`config.mk`:
```
export PLATFORM = sky130hd
export DESIGN_NAME = usb_line_ctrl
export DESIGN_NICKNAME = d
export VERILOG_FILES = /design/src/rtl/usb_line_pkg.sv /design/src/rtl/usb_line_detect.sv /design/src/rtl/usb_line_ctrl.sv
export SDC_FILE = /design/constraint.sdc
export NUM_CORES = 1
export LEC_CHECK = 0
export BUFFER_PORTS_ARGS = -buffer_cell sky130_fd_sc_hd__buf_2
export CAP_MARGIN = 20
export CORE_ASPECT_RATIO = 1.25
export CORE_MARGIN = 10
export CORE_UTILIZATION = 40
export DETAILED_ROUTE_END_ITERATION = 10
export SYNTH_ARGS = -nofsm -noshare
export SYNTH_HDL_FRONTEND = slang
export SYNTH_HIERARCHICAL = 1
export SYNTH_SLANG_ARGS = --single-unit
```
`constraint.sdc`:
```
create_clock -name clk_48mhz -period 2.55 [get_ports clk_48mhz]
set_clock_uncertainty 0.05 [all_clocks]
set_input_delay 0.51 -clock clk_48mhz [delete_from_list [all_inputs] [get_ports clk_48mhz]]
set_output_delay 0.51 -clock clk_48mhz [all_outputs]
set_load 0.02 [all_outputs]
```
`src/rtl/usb_line_pkg.sv`:
```
// Shared types and default 48 MHz timing constants for the USB line-control block.
package usb_line_pkg;

    typedef enum logic [1:0] {
        LS_SE0 = 2'b00,
        LS_K   = 2'b01,
        LS_J   = 2'b10,
        LS_SE1 = 2'b11
    } line_state_e;

    typedef enum logic [2:0] {
        ST_IDLE,
        ST_WAIT_GAP,
        ST_RESUME,
        ST_DETACH,
        ST_RELEASE
    } fsm_state_e;

    localparam int DEF_RESET_CYCLES   = 120;
    localparam int DEF_SUSPEND_CYCLES = 144000;
    localparam int DEF_RESUME_CYCLES  = 96000;
    localparam int DEF_GAP_CYCLES     = 16;
    localparam int DEF_CNT_W          = 18;

    // Pin pair {p, n} maps directly onto the enum encoding.
    function automatic line_state_e decode_line(input logic p, input logic n);
        return line_state_e'({p, n});
    endfunction

endpackage

```
`src/rtl/usb_line_detect.sv`:
```
// Received line-state monitor: two-flop sync, J/K/SE0/SE1 decode, and the
// saturating SE0/idle counters that raise bus_reset and suspend.
module usb_line_detect
    import usb_line_pkg::*;
#(
    parameter int RESET_CYCLES   = DEF_RESET_CYCLES,
    parameter int SUSPEND_CYCLES = DEF_SUSPEND_CYCLES,
    parameter int CNT_W          = DEF_CNT_W
) (
    input  logic clk_48mhz,
    input  logic reset_n,
    input  logic phy_p_rx,
    input  logic phy_n_rx,
    input  logic tx_active,
    input  logic clr_suspend,
    output logic bus_reset,
    output logic suspend
);

    localparam logic [CNT_W-1:0] CNT_MAX    = '1;
    localparam logic [CNT_W-1:0] RESET_TH   = CNT_W'(RESET_CYCLES);
    localparam logic [CNT_W-1:0] SUSPEND_TH = CNT_W'(SUSPEND_CYCLES);

    logic [1:0]       rx_s1_q, rx_s1_d, rx_s2_q, rx_s2_d;
    logic [CNT_W-1:0] se0_cnt_q, se0_cnt_d, idle_cnt_q, idle_cnt_d;
    logic             bus_reset_q, bus_reset_d, suspend_q, suspend_d;
    line_state_e      line;

    always_comb begin
        rx_s1_d     = {phy_p_rx, phy_n_rx};
        rx_s2_d     = rx_s1_q;
        line        = decode_line(rx_s2_q[1], rx_s2_q[0]);
        se0_cnt_d   = '0;
        idle_cnt_d  = '0;
        bus_reset_d = 1'b0;
        suspend_d   = 1'b0;
        // Our own transmit loops back as J, so the monitors sit cleared meanwhile.
        if (!tx_active) begin
            if (line == LS_SE0) begin
                se0_cnt_d   = (se0_cnt_q == CNT_MAX) ? se0_cnt_q : se0_cnt_q + 1'b1;
                bus_reset_d = bus_reset_q || (se0_cnt_d >= RESET_TH);
            end
            if (line == LS_J && !clr_suspend) begin
                idle_cnt_d = (idle_cnt_q == CNT_MAX) ? idle_cnt_q : idle_cnt_q + 1'b1;
                suspend_d  = suspend_q || (idle_cnt_d >= SUSPEND_TH);
            end
        end
    end

    always_ff @(posedge clk_48mhz) begin
        if (!reset_n) begin
            rx_s1_q     <= LS_J;
            rx_s2_q     <= LS_J;
            se0_cnt_q   <= '0;
            idle_cnt_q  <= '0;
            bus_reset_q <= 1'b0;
            suspend_q   <= 1'b0;
        end else begin
            rx_s1_q     <= rx_s1_d;
            rx_s2_q     <= rx_s2_d;
            se0_cnt_q   <= se0_cnt_d;
            idle_cnt_q  <= idle_cnt_d;
            bus_reset_q <= bus_reset_d;
            suspend_q   <= suspend_d;
        end
    end

    assign bus_reset = bus_reset_q;
    assign suspend   = suspend_q;

endmodule

```
`src/rtl/usb_line_ctrl.sv`:
```
// Line-control sequencer / PHY arbiter between SIE and PHY pads.
// Remote wakeup (RESUME state) is built only when USB_LINE_RESUME_EN is defined.
module usb_line_ctrl
    import usb_line_pkg::*;
#(
    parameter int RESET_CYCLES   = DEF_RESET_CYCLES,
    parameter int SUSPEND_CYCLES = DEF_SUSPEND_CYCLES,
    parameter int RESUME_CYCLES  = DEF_RESUME_CYCLES,
    parameter int GAP_CYCLES     = DEF_GAP_CYCLES,
    parameter int CNT_W          = DEF_CNT_W
) (
    input  logic clk_48mhz,
    input  logic reset_n,
    input  logic sie_p_tx,
    input  logic sie_n_tx,
    input  logic sie_tx_en,
    output logic phy_p_tx,
    output logic phy_n_tx,
    output logic phy_tx_en,
    input  logic phy_p_rx,
    input  logic phy_n_rx,
    input  logic resume_req,
    input  logic detach_req,
    output logic line_busy,
    output logic collision,
    output logic bus_reset,
    output logic suspend
);

    localparam logic [CNT_W-1:0] GAP_LAST = CNT_W'(GAP_CYCLES - 1);

    fsm_state_e       state_q, state_d;
    logic [CNT_W-1:0] cnt_q, cnt_d;
    logic             phy_p_q, phy_p_d, phy_n_q, phy_n_d, phy_en_q, phy_en_d;
    logic             busy_q, busy_d, collision_q, collision_d;
    logic             resume_pend, enter_resume;

    usb_line_detect #(
        .RESET_CYCLES  (RESET_CYCLES),
        .SUSPEND_CYCLES(SUSPEND_CYCLES),
        .CNT_W         (CNT_W)
    ) u_detect (
        .clk_48mhz  (clk_48mhz),
        .reset_n    (reset_n),
        .phy_p_rx   (phy_p_rx),
        .phy_n_rx   (phy_n_rx),
        .tx_active  (phy_en_q),
        .clr_suspend(enter_resume),
        .bus_reset  (bus_reset),
        .suspend    (suspend)
    );

`ifdef USB_LINE_RESUME_EN
    localparam logic [CNT_W-1:0] RESUME_LAST = CNT_W'(RESUME_CYCLES - 1);
    logic pend_q, pend_d;

    always_comb begin
        pend_d = pend_q;
        if (resume_req && suspend) pend_d = 1'b1;
        if (enter_resume)          pend_d = 1'b0;
    end

    always_ff @(posedge clk_48mhz) begin
        if (!reset_n) pend_q <= 1'b0;
        else          pend_q <= pend_d;
    end

    assign resume_pend = pend_q;
`else
    logic unused_resume;
    assign unused_resume = resume_req ^ (RESUME_CYCLES > 0);
    assign resume_pend   = 1'b0;
`endif

    always_comb begin
        state_d      = state_q;
        cnt_d        = cnt_q;
        phy_p_d      = 1'b1;
        phy_n_d      = 1'b0;
        phy_en_d     = 1'b0;
        enter_resume = 1'b0;
        collision_d  = sie_tx_en && (state_q == ST_RESUME || state_q == ST_DETACH ||
                                     state_q == ST_RELEASE);
        case (state_q)
            ST_IDLE: begin
                {phy_p_d, phy_n_d, phy_en_d} = {sie_p_tx, sie_n_tx, sie_tx_en};
                if (detach_req || resume_pend) begin
                    state_d = ST_WAIT_GAP;
                    cnt_d   = '0;
                end
            end
            ST_WAIT_GAP: begin
                if (sie_tx_en) begin
                    // SIE got there first: hand the line back, request stays pending.
                    state_d = ST_IDLE;
                    {phy_p_d, phy_n_d, phy_en_d} = {sie_p_tx, sie_n_tx, sie_tx_en};
                end else if (cnt_q == GAP_LAST) begin
                    cnt_d = '0;
                    if (detach_req) begin
                        state_d = ST_DETACH;
                        {phy_p_d, phy_n_d, phy_en_d} = 3'b001;
`ifdef USB_LINE_RESUME_EN
                    end else if (resume_pend) begin
                        state_d      = ST_RESUME;
                        enter_resume = 1'b1;
                        {phy_p_d, phy_n_d, phy_en_d} = 3'b011;
`endif
                    end else begin
                        state_d = ST_IDLE;
                    end
                end else begin
                    cnt_d = cnt_q + 1'b1;
                end
            end
`ifdef USB_LINE_RESUME_EN
            ST_RESUME: begin
                if (cnt_q == RESUME_LAST) begin
                    state_d = ST_RELEASE;
                    {phy_p_d, phy_n_d, phy_en_d} = 3'b101;
                end else begin
                    cnt_d = cnt_q + 1'b1;
                    {phy_p_d, phy_n_d, phy_en_d} = 3'b011;
                end
            end
`endif
            ST_DETACH: begin
                if (detach_req) begin
                    {phy_p_d, phy_n_d, phy_en_d} = 3'b001;
                end else begin
                    state_d = ST_RELEASE;
                    {phy_p_d, phy_n_d, phy_en_d} = 3'b101;
                end
            end
            ST_RELEASE: state_d = ST_IDLE;
            default:    state_d = ST_IDLE;
        endcase
        busy_d = (state_d != ST_IDLE);
    end

    always_ff @(posedge clk_48mhz) begin
        if (!reset_n) begin
            state_q     <= ST_IDLE;
            cnt_q       <= '0;
            phy_p_q     <= 1'b1;
            phy_n_q     <= 1'b0;
            phy_en_q    <= 1'b0;
            busy_q      <= 1'b0;
            collision_q <= 1'b0;
        end else begin
            state_q     <= state_d;
            cnt_q       <= cnt_d;
            phy_p_q     <= phy_p_d;
            phy_n_q     <= phy_n_d;
            phy_en_q    <= phy_en_d;
            busy_q      <= busy_d;
            collision_q <= collision_d;
        end
    end

    assign phy_p_tx  = phy_p_q;
    assign phy_n_tx  = phy_n_q;
    assign phy_tx_en = phy_en_q;
    assign line_busy = busy_q;
    assign collision = collision_q;

endmodule

```
==> results of run 1 <==
-- report_power, final --
part           total [mW]  switching (mW)  internal [mW]
sequential           1.08         0.00694           1.07
clock                1.25           0.443          0.807
combinational      0.0833          0.0517         0.0316
-- metrics by stage --
stage	instances	util (%)
6_report	595	46.5
5_1_grt	595	46.5
4_1_cts	595	46.5
3_5_place_dp	579	43.2
3_3_place_gp	579	43.2
2_1_floorplan	449	-
-- worst max-delay path: cells and delay by family, from the launching register on --
kind | cells | cell delay [ns]
adder cells (fa/ha/maj) | 1 | 0.25
flip-flops | 1 | 0.41
AND/OR/NAND/NOR | 5 | 1.16
AO/OA/AOI/OAI | 1 | 0.30
-- how the worst max path moves through the flow --
stage | startpoint | end | slack, ns
final | u_detect/se0_cnt_q[0] | u_detect/bus_reset | 0.26
after global routing | u_detect/idle_cnt_q[0] | u_detect/suspend | 0.09
after CTS | u_detect/se0_cnt_q[0] | u_detect/bus_reset | 0.24
after detailed placement | u_detect/se0_cnt_q[0] | u_detect/bus_reset | 0.26
after global placement | u_detect/se0_cnt_q[0] | u_detect/bus_reset | 0.26
after floorplan | u_detect/se0_cnt_q[0] | u_detect/bus_reset | 0.49
-- layout make-up --
cell class | instances | area share [%]
repair buffers | 25 | 3.58
well taps | 123 | 3.61
multi-input cells | 347 | 52.4
flip-flops and latches | 68 | 31.9
clock buffers | 12 | 6.01
inverters | 16 | 1.41
clock inverters | 4 | 1.11
-- routing by layer --
metal / vias up / routed length, um / GRT usage [%]
li1: 1712 / - / -
met1: 1597 / 3830 / 14.5
met2: 38 / 4090 / 21.6
met3: 11 / 240 / 3.07
met4: 0 / 126 / 4.87
met5: - / 0 / 0
-- state kept, by name (all words and copies together), names as in the netlist --
register,flops
phy_n_tx,1
state_q,3
u_detect/idle_cnt_q,18
u_detect/se0_cnt_q,18
u_detect/bus_reset,1
line_busy,1
cnt_q,18
phy_tx_en,1
u_detect/line,2
phy_p_tx,1
u_detect/suspend,1
collision,1
u_detect/rx_s1_q,2
-- logic make-up (layout without fill, tap and decap cells) --
| group | after synthesis | count (layout) | share of synthesized area, % |
|---|---|---|---|
| flip-flops | 68 | 68 | 36.3 |
| AO/OA/AOI/OAI | 102 | 102 | 18.6 |
| AND/OR/NAND/NOR | 212 | 212 | 32.8 |
| XOR/XNOR | 23 | 23 | 5.37 |
| multiplexers | 6 | 6 | 1.60 |
| buffers and inverters | 34 | 57 | 4.23 |
| adder cells (fa/ha/maj) | 3 | 3 | 1.00 |
| other | 1 | 1 | 0.0999 |
-- placed cells by master, fill, tap and decap left out, types with 3 or more instances in the layout --
master	n
buf_4	11
nand2b_1	7
a21oi_1	25
inv_1	16
and4_1	9
and2_1	7
nor2_1	40
o21ai_1	3
o21ai_0	14
nand4_1	19
ha_1	3
nand3_1	17
a31o_2	4
nand3b_1	3
nand4b_1	5
o31a_1	3
a21o_1	3
mux2i_1	6
dfxtp_1	68
o22ai_1	4
o21a_1	3
and3_1	10
or2_2	3
xnor2_1	14
nor2b_1	4
or3_1	9
xor2_1	9
a211oi_1	6
buf_2	14
clkbuf_16	9
o211ai_1	5
nor4_1	9
nand2_1	35
nor3_1	18
a31oi_1	9
==> impl_metrics.toml, run 1 <==
[cts]
cts_buffers = 9
max-clock-path-buffers = 2
post_cts_resized = 0
cts.root.buffer_cell = "clkbuf_16"
post_cts_buffers = 0
cts_tree = "built"
h-tree-depth = 3
cts.sinks = 68
clk_latency_ns = 0.32
clkTransAtPathRegs_ns = 0.06
hold_buffers = 0

[drt]
antenna_left = 0
drt_drc_violations_left = 0
vias = 3358
dr.pass1.iters = 4
avgViaCountPerCell = 5.64
drt_iter0_drc = 131
routedWlPerCell_um = 13.9
drt-total-wl_mm = 8.29

[placed_design]
dp_hpwl_mm = 5.89
place.gp.congestion = 0.847
io_buffers = 14
place_ws_ns = 0.261
place_area_um2 = 3960

[worst_setup_path]
crit_fanout = 6
r2r_start = "u_detect/se0_cnt_q[0]"
r2r-end = "u_detect/bus_reset"
r2r_cells = 7
reg2reg_setup_slack_ns = 0.26
crit_path_max_incr_delay_ns = 0.41
crit_path_cell_trace = "ha_1, and3_1, nand4_1, and4_2, nor4_2, nand4_1, o31a_1"
path_class = "register to register"
cp-end-kind = "register"
worstPathRequired_ns = 2.71
critPathArrivalTime_ns = 2.45
crit_slowest_cell = "dfxtp_1"
cp_common_cell = "nand4_1"
start_kind = "register"

[power_and_ir_drop]
p_per_area_nw_per_um2 = 566
total_power_mw = 2.41
irDropWorstVdd_v = 0.000300
power_leakage_nw = 1.44

[finish]
seq_area_um2 = 1360
area_growth_pct = 13.6
insertedDiodeCount = 0
final_net_count = 479
multiInputGateArea_um2 = 2230
final_design_area_no_fill_um2 = 4270
fill_cells = 935
drive_above_1_share_pct = 13.3

[floorplan]
rows = 39
core_area_um2 = 9170
die_area_um2 = 13700
start_util_pct = 40.9
io_pins = 16
fp.dieW_um = 107
fp.dieH_um = 128

[synthesis]
ys_types = 68
synth.most_common_cell = "dfxtp_1"
synthArstFlopShare_pct = 0
synth_seq_area_share_pct = 36.3
syn_area_um2 = 3750
synth.avg_cell_area_um2 = 8.36
netlist_top_cells_count = "68 x dfxtp_1, 40 x nor2_1, 35 x nand2_1"
yosys_most_used_dff = "dfxtp_1"
yosys_warnings = 6
syn-num-nets = 461
postSynthRegisterBits = 68
synth-edff-count = 0
synth_top_area_share_pct = 36.3
yosysTopAreaCell = "dfxtp_1"
synth.top_cells.by_area = "dfxtp_1 36%, nor2_1 4.0%, nand2_1 3.5%"
netlist_instances = 449

[outcome]
status = "completed"

[timing]
maxSlewHeadroom_pct = 56.6
final.setup.worst_slack_ns = 0.258
finalSetupTns_ns = 0
max_freq_ghz = 0.436
finalCritPeriodShare_pct = 89.9
final_max_slew_viol_count = 0
hold_violations = 0
grt_setup_unrepaired = "no"
worstMarginPinSlew_ns = 0.634
setup-violations-final = 0
timing.hold.ws_ns = 0.325
min_period_ns = 2.29

[global_route]
grt_use_total_pct = 12.5
grt_pass1_wl_mm = 14.4
grt_pass1_vias = 3172
grt_max_degree = 22
antenna_found_initial = 0
grt-ovfl-total = 0

[worst_hold_path]
hold_path.class = "input pin to register"
holdPathEnd = "u_detect/rx_s1_q[1]"
hold_path.startpoint = "phy_p_rx"
whs_path_depth = 2

[job]
maxCapViolations = 0
No activity file was read; power rests on OpenSTA's default activity.
==> run 2, diff against run 1 <==
- PLACE_DENSITY: unset -> 0.57
==> run 2 against run 1 <==
Die area is the same. Via count about the same. Global-route usage increased by 0.38 points. Worst hold slack improved by 0.0046 ns. First-iteration DRC count is 6.1% higher. Maximum frequency fell by 0.33%. Critical endpoint unchanged. Critical path type unchanged. Register-to-register slack hardly changed. Core utilization rose by 0.44 points. Count of clock-buffer cells in the layout did not move. Sequential share of layout area down 0.30 points. Wire length grew 1.4%.
==> impl_metrics.toml, run 2 (synthesis results as in run 1) <==
[cts]
cts.root.buffer_cell = "clkbuf_16"
post_cts_resized = 0
cts_tree = "built"
hold_buffers = 0
post_cts_buffers = 0
h-tree-depth = 3
clk_latency_ns = 0.34
cts_buffers = 9
cts.sinks = 68
clkTransAtPathRegs_ns = 0.06
max-clock-path-buffers = 2

[timing]
timing.hold.ws_ns = 0.330
final_max_slew_viol_count = 0
finalCritPeriodShare_pct = 90.2
setup-violations-final = 0
min_period_ns = 2.30
maxSlewHeadroom_pct = 59.8
grt_setup_unrepaired = "no"
max_freq_ghz = 0.435
worstMarginPinSlew_ns = 0.588
finalSetupTns_ns = 0
hold_violations = 0

[worst_setup_path]
critPathArrivalTime_ns = 2.48
cp-end-kind = "register"
r2r-end = "u_detect/bus_reset"
crit_path_max_incr_delay_ns = 0.40
crit_fanout = 6
reg2reg_setup_slack_ns = 0.25
cp_common_cell = "nand4_1"
worstPathRequired_ns = 2.73
crit_family = "simple AND/OR/NAND/NOR gates"
cp.buffers_inverters = 0
crit_slowest_cell = "dfxtp_1"
r2r_start = "u_detect/se0_cnt_q[0]"
r2r_cells = 7
crit_path_cell_trace = "ha_1, and3_1, nand4_1, and4_2, nor4_2, nand4_1, o31a_1"
cp_num_cells = 7
start_kind = "register"
path_class = "register to register"
crit_start = "u_detect/se0_cnt_q[0]"
critPathCapture = "u_detect/bus_reset"

[global_route]
grt_pass1_vias = 3130
gr-usage-met1_pct = 14.7
use_met3_pct = 3.22
grt_use_total_pct = 12.9
grt_max_degree = 22
antenna_found_initial = 0
grt-busiest-layer = "met2"
grt_pass1_wl_mm = 14.6
grt-ovfl-total = 0
use_met2_pct = 21.6

[outcome]
status = "completed"

[drt]
avgViaCountPerCell = 5.65
routedWlPerCell_um = 14.2
drt_drc_violations_left = 0
dr.pass1.iters = 4
antenna_left = 0
drt_iter0_drc = 139
drt-total-wl_mm = 8.41
vias = 3355

[power_and_ir_drop]
irDropWorstVdd_v = 0.000335
p_comb_share_pct = 3.1
power_leakage_nw = 1.46
seqPwrFrac_pct = 41.1
p_per_area_nw_per_um2 = 610
internal_power_mw = 2.11
clkPwrFrac_pct = 55.8
switchingPower_mw = 0.518
swShare_pct = 19.7

[finish]
final_net_count = 478
multiInputGateArea_um2 = 2230
seq_area_um2 = 1360
area_growth_pct = 14.7
most-common-layout-cells = "68 x dfxtp_1, 40 x nor2_1, 35 x nand2_1"
final_design_area_no_fill_um2 = 4310
fill_cells = 956
final_common_cell = "dfxtp_1"
drive_above_1_share_pct = 13.2
reg_top3 = "cnt_q (18), u_detect/idle_cnt_q (18), u_detect/se0_cnt_q (18)"
insertedDiodeCount = 0

[floorplan]
core_area_um2 = 9170
io_pins = 16
fp.dieH_um = 128
start_util_pct = 40.9
die_area_um2 = 13700
rows = 39
fp.dieW_um = 107

[job]
maxCapViolations = 0

[placed_design]
place_area_um2 = 3950
dp_hpwl_mm = 5.97
place.gp.congestion = 0.821
io_buffers = 14

[worst_hold_path]
hold_path.startpoint = "phy_n_rx"
hold_path.class = "input pin to register"
[run 2: cell types whose count changed in the layout (fill, tap and decap cells not counted), sizes merged]
cell      previous run  this run
buf                 25        24
bufinv               1         3
clkinv               2         1
clkinvlp             1         0
[run 2: how the worst min path moves through the flow]
stage / cells after the start / endpoint
floorplan: 1 / u_detect/line[1]
global placement: 1 / u_detect/line[1]
detailed placement: 1 / u_detect/line[1]
CTS: 2 / u_detect/rx_s1_q[0]
global route: 2 / u_detect/rx_s1_q[0]
finish: 2 / u_detect/rx_s1_q[0]
[run 2: final cells by class]
class                      count  area share [%]
multi-input combinational    347            51.9
inverter                      16            1.39
tap                          123            3.57
clock inverter                 4            2.21
sequential                    68            31.6
clock buffer                  12            5.96
timing repair buffer          24            3.37
[run 2: metal layers]
metal / up-vias / part of all wire, %
li1: 1706 / -
met4: 0 / 2.4
met1: 1608 / 45
met2: 24 / 49
met3: 17 / 3.0
met5: - / 0
[run 2: power by group through the flow]
stage	Clock, mW	Combinational (mW)	Sequential [mW]
3_3_place_gp	0	0.0821	1.10
5_1_grt	1.55	0.0922	1.08
2_1_floorplan	0	0.0480	1.11
3_5_place_dp	0	0.0831	1.10
6_report	1.47	0.0819	1.08
4_1_cts	1.51	0.0833	1.08
[run 2: through the flow]
step                      utilization, %  power [mW]  instances  setup WS (ns)
after global routing                46.9        2.73        594         0.0864
after detailed placement            43.1        1.19        578          0.290
after global placement              43.1        1.18        578          0.317
final                               46.9        2.63        594          0.251
after floorplan                        -        1.15        449          0.493
after CTS                           46.9        2.67        594          0.265
[run 2: worst register-to-register path, cell delays in order, from the launching register on]
cell,delay [ns]
dfxtp_1,0.40
ha_1,0.25
and3_1,0.27
nand4_1,0.27
and4_2,0.35
nor4_2,0.14
nand4_1,0.15
o31a_1,0.31
